$ cat src/rtl/player_pkg.sv
// Shared types and constants for the music player playback controller.
// Imported by music_player_ctrl, its interface and beat_gen.
package player_pkg;

  typedef enum logic [1:0] {
    RST     = 2'b00,
    PAUSED  = 2'b01,
    PLAYING = 2'b10,
    ADV     = 2'b11
  } state_t;

  localparam logic [1:0] RPT_STOP   = 2'b00;
  localparam logic [1:0] RPT_ONE    = 2'b01;
  localparam logic [1:0] RPT_ALL    = 2'b10;
  localparam logic [1:0] RPT_SINGLE = 2'b11;

  localparam logic [1:0] TEMPO_NORMAL = 2'b00;
  localparam logic [1:0] TEMPO_FAST   = 2'b01;
  localparam logic [1:0] TEMPO_SLOW   = 2'b10;

  localparam int unsigned SIM_BEAT_DIV = 64;

  // Frame strobes per beat for a tempo code; 2'b11 is treated as normal.
  function automatic int unsigned tempo_period(input logic [1:0] tempo,
                                               input int unsigned div);
    case (tempo)
      TEMPO_FAST:          return div / 2;
      TEMPO_SLOW:          return div * 2;
      TEMPO_NORMAL, 2'b11: return div;
      default:             return div;
    endcase
  endfunction

endpackage

$ cat src/rtl/music_player_ctrl_if.sv
// Button/event inputs and song_reader/note_player controls of the player.
// slave: the controller side; master: the button and codec-event side.
interface music_player_ctrl_if #(
  parameter int SONG_W = 2
);
  logic              play_pause;
  logic              next;
  logic              prev;
  logic [1:0]        repeat_mode;
  logic [1:0]        tempo;
  logic              song_done;
  logic              play;
  logic              reset_play;
  logic [SONG_W-1:0] song;
  logic              sample_ready;
  logic              beat;

  modport slave (
    input  play_pause, next, prev, repeat_mode, tempo, song_done,
    output play, reset_play, song, sample_ready, beat
  );

  modport master (
    output play_pause, next, prev, repeat_mode, tempo, song_done,
    input  play, reset_play, song, sample_ready, beat
  );
endinterface

$ cat src/rtl/music_player_ctrl_beat_gen.sv
// Tempo-latched beat divider: counts frame strobes while enabled and pulses
// beat on the strobe that completes the period latched at clear or wrap.
module beat_gen
  import player_pkg::*;
#(
  parameter int unsigned DIV = 1000
) (
  input  logic       clk,
  input  logic       reset,
  input  logic       clr,
  input  logic       en,
  input  logic       tick,
  input  logic [1:0] tempo,
  output logic       beat
);

  localparam int CNT_W = $clog2(2 * DIV);

  logic [CNT_W-1:0] cnt;
  logic [CNT_W-1:0] last;
  logic [CNT_W-1:0] last_sel;

  assign last_sel = CNT_W'(tempo_period(tempo, DIV) - 1);

  // NOTE: sequential state uses non-blocking assignments only, so every
  // register samples pre-edge values and simulation matches the netlist.
  always_ff @(posedge clk) begin
    if (reset || clr) begin
      cnt  <= '0;
      last <= last_sel;
      beat <= 1'b0;
    end else begin
      beat <= 1'b0;
      if (en && tick) begin
        if (cnt == last) begin
          cnt  <= '0;
          last <= last_sel;
          beat <= 1'b1;
        end else begin
          cnt <= cnt + 1'b1;
        end
      end
    end
  end

endmodule

$ cat src/rtl/music_player_ctrl.sv
// Playback controller: frame synchroniser, play/pause/navigation FSM, beat.
// Optional macro PLAYER_SHUFFLE_EN turns repeat-all into shuffle-all.
module music_player_ctrl
  import player_pkg::*;
#(
  parameter int NUM_SONGS = 4,
  parameter int BEAT_DIV  = 1000,
  parameter int SIM       = 0,
  localparam int SONG_W   = $clog2(NUM_SONGS)
) (
  input  logic                clk,
  input  logic                reset,
  input  logic                NewFrame,
  music_player_ctrl_if.slave  bus
);

  localparam int unsigned DIV_EFF = (SIM != 0) ? SIM_BEAT_DIV : BEAT_DIV;

  state_t            state, state_n;
  logic              resume, resume_n;
  logic [SONG_W-1:0] song, song_n;

  logic nf_meta, nf_sync, nf_prev;
  logic sample_ready_q;
  logic frame_edge;
  logic beat;

  function automatic logic [SONG_W-1:0] song_inc(input logic [SONG_W-1:0] s);
    return (s == SONG_W'(NUM_SONGS - 1)) ? '0 : s + 1'b1;
  endfunction

  function automatic logic [SONG_W-1:0] song_dec(input logic [SONG_W-1:0] s);
    return (s == '0) ? SONG_W'(NUM_SONGS - 1) : s - 1'b1;
  endfunction

  // Two-flop synchroniser plus edge detect on the asynchronous codec strobe.
  always_ff @(posedge clk) begin
    if (reset) begin
      nf_meta        <= 1'b0;
      nf_sync        <= 1'b0;
      nf_prev        <= 1'b0;
      sample_ready_q <= 1'b0;
    end else begin
      nf_meta        <= NewFrame;
      nf_sync        <= nf_meta;
      nf_prev        <= nf_sync;
      sample_ready_q <= frame_edge;
    end
  end

  assign frame_edge = nf_sync & ~nf_prev;

`ifdef PLAYER_SHUFFLE_EN
  logic [7:0]        lfsr;
  logic [SONG_W-1:0] shuffle_song;

  // x^8+x^6+x^5+x^4+1, free-running so the pick depends on play timing.
  always_ff @(posedge clk) begin
    if (reset) lfsr <= 8'h01;
    else       lfsr <= {lfsr[6:0], lfsr[7] ^ lfsr[5] ^ lfsr[4] ^ lfsr[3]};
  end

  always_comb begin
    shuffle_song = lfsr[SONG_W-1:0];
    if ({1'b0, shuffle_song} >= (SONG_W + 1)'(NUM_SONGS))
      shuffle_song = shuffle_song - SONG_W'(NUM_SONGS);
    if (shuffle_song == song)
      shuffle_song = song_inc(song);
  end
`endif

  always_ff @(posedge clk) begin
    if (reset) begin
      state  <= RST;
      resume <= 1'b0;
      song   <= '0;
    end else begin
      state  <= state_n;
      resume <= resume_n;
      song   <= song_n;
    end
  end

  // Song changes on entry to ADV so the new index leads reset_play by a cycle.
  // NOTE: every always_comb output gets a default first; a path that leaves
  // one unassigned would infer a latch.
  always_comb begin
    state_n  = state;
    resume_n = resume;
    song_n   = song;
    case (state)
      RST: state_n = resume ? PLAYING : PAUSED;
      PAUSED: begin
        if (bus.next) begin
          state_n  = ADV;
          resume_n = 1'b0;
          song_n   = song_inc(song);
        end else if (bus.prev) begin
          state_n  = ADV;
          resume_n = 1'b0;
          song_n   = song_dec(song);
        end else if (bus.play_pause) begin
          state_n = PLAYING;
        end
      end
      PLAYING: begin
        if (bus.next) begin
          state_n  = ADV;
          resume_n = 1'b1;
          song_n   = song_inc(song);
        end else if (bus.prev) begin
          state_n  = ADV;
          resume_n = 1'b1;
          song_n   = song_dec(song);
        end else if (bus.song_done) begin
          state_n = RST;
          case (bus.repeat_mode)
            RPT_STOP: begin
              resume_n = (song != SONG_W'(NUM_SONGS - 1));
              song_n   = song_inc(song);
            end
            RPT_ONE: resume_n = 1'b1;
            RPT_ALL: begin
              resume_n = 1'b1;
`ifdef PLAYER_SHUFFLE_EN
              song_n   = shuffle_song;
`else
              song_n   = song_inc(song);
`endif
            end
            RPT_SINGLE: resume_n = 1'b0;
            default:    resume_n = 1'b0;
          endcase
        end else if (bus.play_pause) begin
          state_n = PAUSED;
        end
      end
      ADV:     state_n = RST;
      default: state_n = RST;
    endcase
  end

  beat_gen #(
    .DIV (DIV_EFF)
  ) u_beat_gen (
    .clk   (clk),
    .reset (reset),
    .clr   (state == RST),
    .en    (state == PLAYING),
    .tick  (frame_edge),
    .tempo (bus.tempo),
    .beat  (beat)
  );

  assign bus.play         = (state == PLAYING);
  assign bus.reset_play   = (state == RST);
  assign bus.song         = song;
  assign bus.sample_ready = sample_ready_q;
  assign bus.beat         = beat;

endmodule

$ cat src/flat_wrapper.sv
// flat-port wrapper written by rule: the top's interface ports become plain ports
module music_player_ctrl_flat import player_pkg::*;
#(
  parameter int NUM_SONGS = 4,
  parameter int BEAT_DIV  = 1000,
  parameter int SIM       = 0,
  localparam int SONG_W   = $clog2(NUM_SONGS)
)
  (clk, reset, NewFrame, bus_play_pause, bus_next, bus_prev, bus_repeat_mode, bus_tempo, bus_song_done, bus_play, bus_reset_play, bus_song, bus_sample_ready, bus_beat);
  music_player_ctrl_if #(.SONG_W(2)) bus_i ();
  input  logic clk;
  input  logic reset;
  input  logic NewFrame;
  input wire logic [$bits(bus_i.play_pause)-1:0] bus_play_pause;
  input wire logic [$bits(bus_i.next)-1:0] bus_next;
  input wire logic [$bits(bus_i.prev)-1:0] bus_prev;
  input wire logic [$bits(bus_i.repeat_mode)-1:0] bus_repeat_mode;
  input wire logic [$bits(bus_i.tempo)-1:0] bus_tempo;
  input wire logic [$bits(bus_i.song_done)-1:0] bus_song_done;
  output wire logic [$bits(bus_i.play)-1:0] bus_play;
  output wire logic [$bits(bus_i.reset_play)-1:0] bus_reset_play;
  output wire logic [$bits(bus_i.song)-1:0] bus_song;
  output wire logic [$bits(bus_i.sample_ready)-1:0] bus_sample_ready;
  output wire logic [$bits(bus_i.beat)-1:0] bus_beat;
  assign bus_i.play_pause = bus_play_pause;
  assign bus_i.next = bus_next;
  assign bus_i.prev = bus_prev;
  assign bus_i.repeat_mode = bus_repeat_mode;
  assign bus_i.tempo = bus_tempo;
  assign bus_i.song_done = bus_song_done;
  assign bus_play = bus_i.play;
  assign bus_reset_play = bus_i.reset_play;
  assign bus_song = bus_i.song;
  assign bus_sample_ready = bus_i.sample_ready;
  assign bus_beat = bus_i.beat;
  music_player_ctrl #(.NUM_SONGS(NUM_SONGS), .BEAT_DIV(BEAT_DIV), .SIM(SIM)) u_core (.clk(clk), .reset(reset), .NewFrame(NewFrame), .bus(bus_i));
endmodule
$ cat config.mk
export PLATFORM = sky130hd
export DESIGN_NAME = music_player_ctrl_flat
export DESIGN_NICKNAME = d
export VERILOG_FILES = /design/src/rtl/player_pkg.sv /design/src/rtl/music_player_ctrl_if.sv /design/src/rtl/music_player_ctrl_beat_gen.sv /design/src/rtl/music_player_ctrl.sv /design/src/flat_wrapper.sv
export SDC_FILE = /design/constraint.sdc
export NUM_CORES = 1
export LEC_CHECK = 0
export ABC_CLOCK_PERIOD_IN_PS = 5700
export CORE_UTILIZATION = 59
export CTS_CLUSTER_SIZE = 20
export DETAILED_ROUTE_END_ITERATION = 6
export HOLD_SLACK_MARGIN = 0.06
export PLACE_DENSITY = 0.83
export SYNTH_ARGS = -nofsm -noshare
export SYNTH_HDL_FRONTEND = slang
export SYNTH_SLANG_ARGS = --single-unit
$ cat constraint.sdc
create_clock -name clk -period 5.7 [get_ports clk]
set_input_delay 1.14 -clock clk [delete_from_list [all_inputs] [get_ports clk]]
set_output_delay 1.14 -clock clk [all_outputs]
set_load 0.01 [all_outputs]
==> results.txt <==
STA puts the critical path data arrival time at 1.68 ns. The initial antenna violation count was 0. The tools report the largest net degree at the start of global routing as 16. The slew at the pin closest to its max-slew limit was 1.12 ns.

The path type of the worst min-delay path was register to register. The run gives 195 as the number of standard cells in the layout, taps in and fillers out. The tools report the root cell of the clock tree as sky130_fd_sc_hd__clkbuf_4.

The post-synthesis to final-layout area growth works out to 11.5%. The most instantiated library cell after synthesis is sky130_fd_sc_hd__dfxtp_1. For this run, design rule violations remaining after detail routing come to 0. In this run the static leakage power is 0.000572 uW.

The fraction of the cycle the final worst path needs is 49.5%. For the count of pins over their slew limit, the log shows 0. The sum of negative setup slack was 0 ns; the sequential-to-total area share from yosys stat was 41.9%. At the later pin of the worst-skew pair, clock insertion delay measures 0.31 ns. The largest individual stage delay along the critical path comes from the cell sky130_fd_sc_hd__dfxtp_1. In this run the tightest slew margin relative to its limit is 24.6%. The clock-pin transition on the worst setup and hold timing paths was 0.13 ns. After synthesis the cells add up to 1510 um^2. Summing all placed instances gives a cell area of 1650 um^2. The detail route stage leaves a number of antenna-violating nets equal to 0. After floorplanning, the core was sized to cover 2320 um^2. Along the worst path, the maximum fanout reaches 12. Once the clock tree was built, the setup fixing pass inserted 0 buffers. The count of flip-flops with a built-in enable after synthesis works out to 7. For this design the top-level I/O count stands at 17. The logs give 3 for the total clock buffers created by CTS and 191 for the number of placed instances, taps included. In the final design database the tool counted 187 nets. The cell taking the most area after synthesis was sky130_fd_sc_hd__dfxtp_1. The run gives 1680 um^2 as the final cell area excluding filler cells.

The commonest cells after synthesis are 21 x sky130_fd_sc_hd__dfxtp_1, 13 x sky130_fd_sc_hd__nor3_1, 10 x sky130_fd_sc_hd__inv_1, 10 x sky130_fd_sc_hd__o21ai_0, 10 x sky130_fd_sc_hd__xnor2_1. Yosys mapped the design onto 38 distinct sky130hd cell types. The signal on the critical path passes through and2b_2, clkdlybuf4s50_1.

Synthesis produced a netlist whose cell count is 156. The type of element capturing the critical path was an output port. The routed wire length per instance came out at 13.5 um. For this run the aggregate overflow at the end of global routing stands at 0. Area of the die: 2760 um^2. First-pass iteration count of the detailed router: 4. The placer's final routability congestion estimate was 0.882; the combined global-route utilization of all metal layers was 21.8%. The HPWL after detailed placement is 2090 um.

The final layout contains routed wiring with a total length of 2640 um. The run gives 33 as the number of design-rule violations left by the first detailed-router iteration. The worst setup path is of the register to output port kind.

The share of synthesized area in the top cell type comes to 27.9%. The width of the die was 52.5 um; the number of warnings printed during yosys synthesis was 0. The number of antenna diodes in the final layout is 0. For the final worst clock skew, the log shows 0.00326 ns. Setup violations remaining at the end of the flow were counted as 0. The standard-cell row count is 17. The worst setup path is launched from a register. The tools report the number of global-route vias before repair as 1078. The tools report the highest clock rate as 0.354 GHz. The flow ran to the end, and the final reports show no timing, DRC or antenna violations.

TritonCTS built the clock tree. The die is 52.5 um tall. Sorting the synthesized cells by area gives the leading types as sky130_fd_sc_hd__dfxtp_1 28%, sky130_fd_sc_hd__edfxtp_1 14%, sky130_fd_sc_hd__ha_1 6.6%. The port buffer count was 16.

After clock tree synthesis, the repair step resized 0 gates. Across the VDD grid, the largest voltage drop is 0.157 mV. For the net count after synthesis, the log shows 175.

The largest single stage delay on the critical path is 0.58 ns. Once routing completed, OpenROAD measured the worst setup slack at 2.88 ns. In the synthesized netlist the dominant register cell turns out to be sky130_fd_sc_hd__dfxtp_1. Timing analysis after detailed placement gives a worst setup slack of 2.85 ns. Power spread over the standard cell area amounts to 226 nW/um^2.

The proportion of synthesized flip-flops having asynchronous set or reset came out at 0%. Setup repair after global routing left no endpoint under its margin. The tool flagged a number of max-cap violations equal to 0. The wire length of the first global-routing pass came out at 4420 um. Across all layers, the routed design uses 1137 vias. Hold repair after CTS inserted 0 buffers. The count of H-tree levels built during CTS was 1; the synthesized area per cell was 9.66 um^2.

The tree built by TritonCTS fans out to 28 sinks. The longest clock path from root to sink contains 2 buffers. The share of final-layout standard cells stronger than drive strength 1 is 7.78%. The logs give 0 for the number of hold violations in the final report and 65.0% for the initial core utilization. Number of storage elements in the synthesis netlist: 28. At the worst endpoint, the required time is 4.56 ns. In the routed layout, each cell is associated on average with a via count of 5.83.

Counting I/O delays and the setup requirement, the final critical path takes 2.82 ns.
## cell usage in the layout (no fill, tap or decap)
master | Yosys | final
sky130_fd_sc_hd__xnor2_1 | 10 | 10
sky130_fd_sc_hd__a41o_1 | 1 | 1
sky130_fd_sc_hd__a21o_1 | 1 | 1
sky130_fd_sc_hd__o21ai_0 | 10 | 10
sky130_fd_sc_hd__clkbuf_4 | 0 | 3
sky130_fd_sc_hd__nor3b_1 | 1 | 1
sky130_fd_sc_hd__nor2_1 | 8 | 8
sky130_fd_sc_hd__nand4bb_4 | 1 | 1
sky130_fd_sc_hd__a211oi_2 | 4 | 4
sky130_fd_sc_hd__nor4b_1 | 1 | 1
sky130_fd_sc_hd__a21oi_1 | 3 | 3
sky130_fd_sc_hd__nand2_1 | 7 | 7
sky130_fd_sc_hd__nand3_1 | 3 | 3
sky130_fd_sc_hd__clkbuf_1 | 4 | 1
sky130_fd_sc_hd__nor4_1 | 1 | 1
sky130_fd_sc_hd__o31ai_1 | 1 | 1
sky130_fd_sc_hd__nand2_8 | 1 | 1
sky130_fd_sc_hd__and4bb_1 | 1 | 1
sky130_fd_sc_hd__nand4_1 | 6 | 6
sky130_fd_sc_hd__a221oi_1 | 1 | 1
sky130_fd_sc_hd__edfxtp_1 | 7 | 7
sky130_fd_sc_hd__inv_1 | 10 | 10
sky130_fd_sc_hd__ha_1 | 8 | 8
sky130_fd_sc_hd__or2_1 | 1 | 1
sky130_fd_sc_hd__mux2i_1 | 1 | 1
sky130_fd_sc_hd__clkdlybuf4s50_1 | 0 | 16
sky130_fd_sc_hd__a211oi_1 | 2 | 2
sky130_fd_sc_hd__o31a_1 | 1 | 1
sky130_fd_sc_hd__nor4_2 | 1 | 1
sky130_fd_sc_hd__nor2b_1 | 8 | 8
sky130_fd_sc_hd__and2_1 | 1 | 1
sky130_fd_sc_hd__or3_1 | 5 | 5
sky130_fd_sc_hd__or2_2 | 2 | 2
sky130_fd_sc_hd__and2b_2 | 1 | 1
sky130_fd_sc_hd__nor3_1 | 13 | 13
sky130_fd_sc_hd__xor2_1 | 4 | 4
sky130_fd_sc_hd__dfxtp_1 | 21 | 21
## layer usage
layer / track usage (%) / part of all wire (%)
met5: 0 / 0
met4: 5.26 / 0.64
met3: 3.48 / 3.3
met2: 40.1 / 52
met1: 26.1 / 44
## registers in the layout, indices dropped and copies added (netlist names)
| signal | flops |
|---|---|
| u_core.u_beat_gen.last | 7 |
| u_core.bus.sample_ready | 1 |
| u_core.nf_sync | 1 |
| u_core.u_beat_gen.cnt | 11 |
| u_core.resume | 1 |
| u_core.nf_meta | 1 |
| u_core.bus.song | 2 |
| u_core.state | 2 |
| u_core.nf_prev | 1 |
| u_core.u_beat_gen.beat | 1 |
## worst max-delay path, delay by kind of cell, from the launching register on
| family | cells | cell delay (ns) |
|---|---|---|
| flip-flops | 1 | 0.58 |
| AND/OR/NAND/NOR | 1 | 0.25 |
| buffers and inverters | 1 | 0.54 |
## cells by family (layout without fill, tap and decap cells)
logic type	Yosys count	count (layout)	share of synthesized area, %
muxes	1	1	0.664
AOI/OAI and AO/OA	24	24	11.5
DFF	28	28	41.9
xor gates and xnor gates	14	14	8.14
adders and majority gates	8	8	6.64
and+or+nand+nor	62	62	25.5
buffers and inverters	19	30	5.73
## where the power goes
| group | internal (uW) | switching, uW |
|---|---|---|
| logic | 37.5 | 34.7 |
| registers | 216 | 11.9 |
| clock network | 27.3 | 52.3 |
| total | 281 | 98.8 |
## layout make-up
| type | count | area, um^2 |
|---|---|---|
| clock buffer | 4 | 26.3 |
| fill | 175 | 639 |
| inverter | 10 | 37.5 |
| multi-input combinational | 109 | 790 |
| sequential | 28 | 631 |
| tap | 28 | 35.0 |
| timing repair buffer | 16 | 160 |
## path summary, 6_finish.rpt
check	from	end	slack, ns	cells past startpoint
worst min-delay path	u_core.nf_meta$_SDFF_PP0_	u_core.nf_sync$_SDFF_PP0_	0.46	1
worst max-delay path	u_core.state[1]$_SDFFE_PP0P_	bus_play	2.88	2
worst max register to register	u_core.state[1]$_SDFFE_PP0P_	u_core.u_beat_gen.last[5]$_DFFE_PP_	2.91	4
worst min register to register	u_core.nf_meta$_SDFF_PP0_	u_core.nf_sync$_SDFF_PP0_	0.46	1
## stage by stage
step | hold WS (ns) | util, % | power (uW)
6_report | 0.459 | 72.4 | 380
3_3_place_gp | 0.419 | 71.3 | 301
4_1_cts | 0.462 | 72.4 | 382
3_5_place_dp | 0.447 | 71.3 | 304
5_1_grt | 0.494 | 72.4 | 398
2_1_floorplan | 0.407 | - | 279
Note: power is estimated with default switching activity, not from simulation.
